`src/rtl/fetch_queue.sv`:
```
// Instruction fetch queue: a circular buffer of {instr, pc+4} between a combinational imem and IF/ID.
// Optional same-cycle empty-queue bypass is enabled by defining FETCH_QUEUE_BYPASS_EN.
module fetch_queue #(
    parameter int          DEPTH    = 4,
    parameter logic [31:0] RESET_PC = 32'h0000_0000
) (
    input  logic                     clk,
    input  logic                     reset,
    output logic [31:0]              imem_addr,
    input  logic [31:0]              imem_rdata,
    input  logic                     deq_en,
    input  logic                     redirect,
    input  logic [31:0]              redirect_pc,
    output logic                     out_valid,
    output logic [31:0]              out_instr,
    output logic [31:0]              out_pc4,
    output logic [$clog2(DEPTH):0]   fq_count
);

    localparam int AW = $clog2(DEPTH);
    localparam int CW = AW + 1;

    typedef struct packed {
        logic [31:0] instr;
        logic [31:0] pc4;
    } entry_t;

    entry_t          mem [DEPTH];
    logic [AW-1:0]   rd_ptr;
    logic [AW-1:0]   wr_ptr;
    logic [CW-1:0]   count;
    logic [31:0]     fetch_pc4;
    logic            empty;
    logic            full;
    logic            pop;
    logic            advance;
    logic            push;
    logic            bypass_take;
    entry_t          head;

    assign fetch_pc4 = imem_addr + 32'd4;
    assign empty     = (count == '0);
    assign full      = (count == CW'(DEPTH));
    assign head      = mem[rd_ptr];

    // A pop frees a slot in the same cycle, so a full queue keeps fetching while draining.
    assign pop     = deq_en && !empty && !redirect;
    assign advance = !redirect && (!full || pop);

`ifdef FETCH_QUEUE_BYPASS_EN
    logic bypass_active;

    assign bypass_active = empty && !redirect && !reset;
    assign bypass_take   = bypass_active && deq_en;

    always_comb begin
        out_valid = 1'b0;
        out_instr = 32'h0;
        out_pc4   = 32'h0;
        if (!empty) begin
            out_valid = 1'b1;
            out_instr = head.instr;
            out_pc4   = head.pc4;
        end else if (bypass_active) begin
            out_valid = 1'b1;
            out_instr = imem_rdata;
            out_pc4   = fetch_pc4;
        end
    end
`else
    assign bypass_take = 1'b0;

    // NOTE: every variable driven in always_comb gets a default first, so no path can infer a latch.
    always_comb begin
        out_valid = 1'b0;
        out_instr = 32'h0;
        out_pc4   = 32'h0;
        if (!empty) begin
            out_valid = 1'b1;
            out_instr = head.instr;
            out_pc4   = head.pc4;
        end
    end
`endif

    // A bypassed instruction is consumed directly, so the fetch advances without a write.
    assign push = advance && !bypass_take;

    // NOTE: state registers use non-blocking assignments so all flops update from pre-edge values.
    always_ff @(posedge clk) begin
        if (reset) begin
            imem_addr <= RESET_PC;
            rd_ptr    <= '0;
            wr_ptr    <= '0;
            count     <= '0;
        end else if (redirect) begin
            imem_addr <= redirect_pc;
            rd_ptr    <= '0;
            wr_ptr    <= '0;
            count     <= '0;
        end else begin
            if (advance) imem_addr <= fetch_pc4;
            if (push)    wr_ptr    <= wr_ptr + AW'(1);
            if (pop)     rd_ptr    <= rd_ptr + AW'(1);
            case ({push, pop})
                2'b10:   count <= count + CW'(1);
                2'b01:   count <= count - CW'(1);
                default: count <= count;
            endcase
        end
    end

    // NOTE: storage is not reset; count/pointers qualify every entry, so stale data is never visible.
    always_ff @(posedge clk) begin
        if (push && !reset) mem[wr_ptr] <= '{instr: imem_rdata, pc4: fetch_pc4};
    end

    assign fq_count = count;

endmodule

```
`config.mk`:
```
export PLATFORM = sky130hd
export DESIGN_NAME = fetch_queue
export DESIGN_NICKNAME = d
export VERILOG_FILES = /design/src/rtl/fetch_queue.sv
export SDC_FILE = /design/constraint.sdc
export NUM_CORES = 1
export LEC_CHECK = 0
export ABC_AREA = 0
export BUFFER_PORTS_ARGS = -buffer_cell sky130_fd_sc_hd__buf_2
export CAP_MARGIN = 20
export CELL_PAD_IN_SITES_DETAIL_PLACEMENT = 1
export CELL_PAD_IN_SITES_GLOBAL_PLACEMENT = 1
export CORE_ASPECT_RATIO = 0.5
export CORE_MARGIN = 8
export CORE_UTILIZATION = 48
export DETAILED_ROUTE_END_ITERATION = 6
export PLACE_DENSITY = 0.76
export SKIP_CTS_REPAIR_TIMING = 1
export SYNTH_ARGS = -nofsm -noshare
export SYNTH_HDL_FRONTEND = slang
export SYNTH_SLANG_ARGS = --single-unit
```
`constraint.sdc`:
```
create_clock -name clk -period 10.9 [get_ports clk]
set_clock_uncertainty 0.2 [all_clocks]
set_input_delay 1.635 -clock clk [delete_from_list [all_inputs] [get_ports clk]]
set_output_delay 1.635 -clock clk [all_outputs]
set_load 0.03 [all_outputs]
```
==> impl_results.rst <==
.. list-table::
   :header-rows: 1

   * - Metric
     - Value
   * - Grt ovf
     - 0
   * - Largest net degree at the start of global routing
     - 65
   * - Met2 Wirelength
     - 14.9 mm
   * - Wire length of the first global-routing pass
     - 45.1 mm
   * - Slowest Stage Delay on Critical Path
     - 0.55 ns
   * - Data arrival time of the worst path
     - roughly 2.8 ns
   * - Cells after DPL
     - 1187
   * - Cts bufs inserted
     - 27
   * - CTS sink cnt
     - 297
   * - Min-Delay Endpoint
     - mem[1][0]
   * - Post-DP HPWL
     - 18.2 mm
   * - Final cell count without fillers
     - 1238
   * - Fraction of power spent switching nets
     - 23.2%
   * - Number of enable flip-flop cells after synthesis
     - about 260
   * - Startpoint of the lowest-slack register-to-register path
     - imem_addr[2]
   * - Amount of wire on met3 after detailed routing
     - 1.07 mm
   * - Number of antenna violations at the first check in global routing
     - 0
   * - Unrepaired setup endpoints after global routing
     - no
   * - Clock root buffer
     - clkbuf_16
   * - Total nets after synthesis
     - 789
   * - Setup slack of the most critical reg-to-reg path
     - approximately 8.0 ns
   * - Final-layout setup total negative slack
     - 0 ns
   * - Asr flop ratio synth
     - 0%
   * - Detailed-router iteration count before antenna repair
     - 4
   * - Worst-Margin Slew
     - around 1.1 ns
   * - Critical Path RT
     - between 9 and 10 ns
   * - Critical path class
     - reg -> out
   * - Std cell rows
     - 41
   * - Status
     - complete, no violations
   * - Post-synthesis average cell area
     - roughly 17 um2
   * - Final-report setup violation count
     - 0
   * - Number of nets with antenna violations after detailed routing
     - 0
   * - Clock tree from TritonCTS
     - yes
   * - Cell-internal power
     - roughly 1.9 mW
   * - Layout Nets
     - 949
   * - Highest routed metal layer
     - met4
   * - Worst slew slack as a fraction of its limit
     - between 20% and 30%
   * - Number of buffers on the longest clock path
     - 3
   * - Width of the die
     - 243 um
   * - Iteration-0 DRC count of the detailed router
     - between 400 and 500
   * - Total chip power
     - approximately 2.4 mW
   * - Maximum clock frequency
     - 218 MHz
   * - Total area of multi-input combinational cells
     - 3540 um2
   * - I/O Buffers
     - between 150 and 200
   * - Logic depth of the worst register-to-register path
     - 5
   * - Clock Latency Late Sink
     - 0.54 ns
   * - Remaining routing DRC violations
     - 0
   * - Vias per Instance
     - 5.49
   * - Number of failing hold endpoints at the final stage
     - 0
   * - Core area
     - 25200 um2
   * - Length of routed wiring on met1
     - around 13 mm
   * - Top FF cell, synth
     - edfxtp_1
   * - Nature of the critical path startpoint
     - flip-flop
   * - Cell-by-cell trace of the critical path
     - buf_4, buf_16, mux4_2, and2_1, buf_2
   * - Maximum fanout encountered on the critical timing path
     - 37
   * - Share of final-layout standard cells stronger than drive strength 1
     - between 30% and 40%
   * - Tightest Hold Check Type
     - reg -> reg
   * - Netlist area before placement
     - roughly 12000 um2
   * - Count of warnings emitted by yosys
     - 0
   * - Die area
     - 31400 um2
   * - Routed via count
     - between 6000 and 7000
   * - Leakage dissipation
     - 5.15 nW
   * - Routability cong.
     - 0.762
   * - Combinational cell fraction of total power
     - 8.5%
   * - Count of distinct cell types in the synthesized netlist
     - 50
   * - Part of the power in registers
     - 53.0%
   * - Die H
     - between 100 and 150 um
   * - Flop and latch count out of synthesis
     - 297
   * - Filler Cell Count
     - about 2400
   * - Switching Power
     - between 0.5 and 0.6 mW
   * - Clock network fraction of total power
     - 38.6%
   * - Flip-flop and latch area
     - 8520 um2
   * - Wire length after detailed routing
     - 29.2 mm
   * - Maximum capacitance violations
     - 0
   * - Final standard cell utilization of the core
     - between 50% and 60%
   * - All-Layer GR Usage
     - about 18%
   * - Post-detailed-placement cell area
     - approximately 13000 um2
   * - Pwr per Cell Area
     - 169 nW/um2
   * - Vias in the first global route
     - 7554
   * - Effective utilization at floorplan
     - 48.9%
   * - CP endpoint kind
     - output port
   * - Hold Path Depth
     - 0
   * - Count of pins over their slew limit
     - 0
   * - Area growth from synthesis to final layout
     - 16.2%
   * - H-Tree Level Count
     - 1
   * - Share of synthesized area occupied by flip-flops and latches
     - 68.9%
   * - I/O pin count
     - 168
   * - Cell with the largest stage delay on the worst path
     - mux4_2
   * - Number of instances in the synthesized netlist
     - 715
   * - Design area
     - roughly 14000 um2
   * - Peak ir drop on the vdd network
     - 0.000109 V
   * - Time the worst path needs with I/O delays and setup
     - 4.59 ns
   * - Final Cycle Share
     - 42.1%
   * - Clk pin slew, worst setup/hold paths
     - approximately 0.06 ns
   * - Beginning of the worst hold path
     - imem_addr[0]
   * - WL per Instance
     - 23.6 um
   * - Critical R2R Capture
     - mem[0][24]
## critical path: cells and delay by family (launching register included)
family	cells	cell delay (ns)
buffers and inverters	3	0.91
DFF	1	0.54
muxes	1	0.55
and+or+nand+nor	1	0.18
## area by class of cell
cell class | instances | area share (%)
sequential | 297 | 59.3
multi-input combinational | 362 | 24.6
timing repair buffer | 176 | 6.71
clock buffer | 35 | 5.20
tap | 344 | 3.00
clock inverter | 12 | 0.802
inverter | 11 | 0.288
antenna | 1 | 0.0174
## worst max-delay path by stage
stage | startpoint | endpoint | slack [ns] | cells after the start
2_1_floorplan | reset | mem[0][0] | 6.08 | 6
3_3_place_gp | redirect | mem[2][51] | 6.45 | 6
3_5_place_dp | redirect | mem[1][51] | 6.38 | 6
4_1_cts | flip-flop | out_pc4[19] | 5.97 | 4
5_1_grt | flip-flop | out_pc4[19] | 6.09 | 5
6_report | flip-flop | out_pc4[19] | 6.31 | 5
## cells by family after synthesis
kind of cell / count (synthesis) / share of synthesized area (%)
AOI/OAI and AO/OA: 50 / 3.04
xor gates and xnor gates: 45 / 3.25
adders and majority gates: 6 / 0.668
buffers and inverters: 56 / 2.59
DFF: 297 / 68.9
muxes: 78 / 12.8
other: 1 / 0.0304
and+or+nand+nor: 182 / 8.73
## sequential cells by signal (all words and copies together) (netlist names), named ones only
name,cells
imem_addr,32
wr_ptr,2
rd_ptr,2
mem,256
fq_count,3
## placed cells by master (no fill, tap or decap), drive strengths merged, types with 2 or more instances in the layout
| cell type | netlist | layout |
|---|---|---|
| o21ai | 2 | 2 |
| o21a | 4 | 4 |
| mux2i | 13 | 13 |
| nor2 | 28 | 28 |
| edfxtp | 256 | 256 |
| o2bb2ai | 14 | 14 |
| nand4 | 9 | 9 |
| and4 | 5 | 5 |
| a22oi | 15 | 15 |
| and3 | 3 | 3 |
| dfxtp | 41 | 41 |
| bufinv | 0 | 2 |
| a211oi | 6 | 6 |
| xnor2 | 15 | 15 |
| buf | 18 | 176 |
| inv | 11 | 13 |
| a21oi | 7 | 7 |
| nor3b | 2 | 2 |
| nor2b | 14 | 14 |
| nor3 | 7 | 7 |
| or3 | 3 | 3 |
| clkbuf | 26 | 35 |
| xor2 | 30 | 30 |
| nand3 | 12 | 12 |
| clkinv | 0 | 8 |
| mux4 | 64 | 64 |
| ha | 5 | 5 |
| nand2 | 15 | 15 |
| nor4 | 9 | 9 |
| and2 | 69 | 69 |
| or2 | 2 | 2 |
## power groups by stage
stage          Clock [mW]  Sequential (mW)  Combinational (mW)
2_1_floorplan           0             1.32               0.124
3_3_place_gp            0             1.31               0.201
3_5_place_dp            0             1.31               0.207
4_1_cts             0.953             1.29               0.208
5_1_grt             0.994             1.29               0.220
6_report            0.937             1.29               0.205
## stage by stage
stage	setup WS, ns	hold slack [ns]
after floorplan	6.08	0.282
after global placement	6.45	0.311
after detailed placement	6.38	0.328
after CTS	5.97	0.348
after global routing	6.09	0.361
final	6.31	0.353
## cell usage after synthesis (all sizes together) (2+ instances only)
library cell | count | area [um2]
nand2 | 15 | 56.3
nand3 | 12 | 60.1
nand4 | 9 | 86.3
nor2b | 14 | 87.6
and2 | 69 | 432
mux2i | 13 | 130
nor3b | 2 | 20.0
mux4 | 64 | 1440
clkbuf | 26 | 128
dfxtp | 41 | 821
o2bb2ai | 14 | 123
or2 | 2 | 12.5
xnor2 | 15 | 139
inv | 11 | 41.3
buf | 18 | 119
o21ai | 2 | 10.0
o21a | 4 | 30.0
a21oi | 7 | 35.0
nor3 | 7 | 35.0
a22oi | 15 | 113
ha | 5 | 62.6
or3 | 3 | 18.8
and3 | 3 | 21.3
nor2 | 28 | 105
xor2 | 30 | 263
and4 | 5 | 46.3
a211oi | 6 | 50.1
edfxtp | 256 | 7690
nor4 | 9 | 62.6
## metal layers
metal  vias to the layer above  track usage, %
li1                       3091               -
met4                         0            3.96
met2                       128            32.8
met5                         -               0
met1                      3536            23.8
met3                        36            3.25
Note: power is estimated with default switching activity, not from simulation.
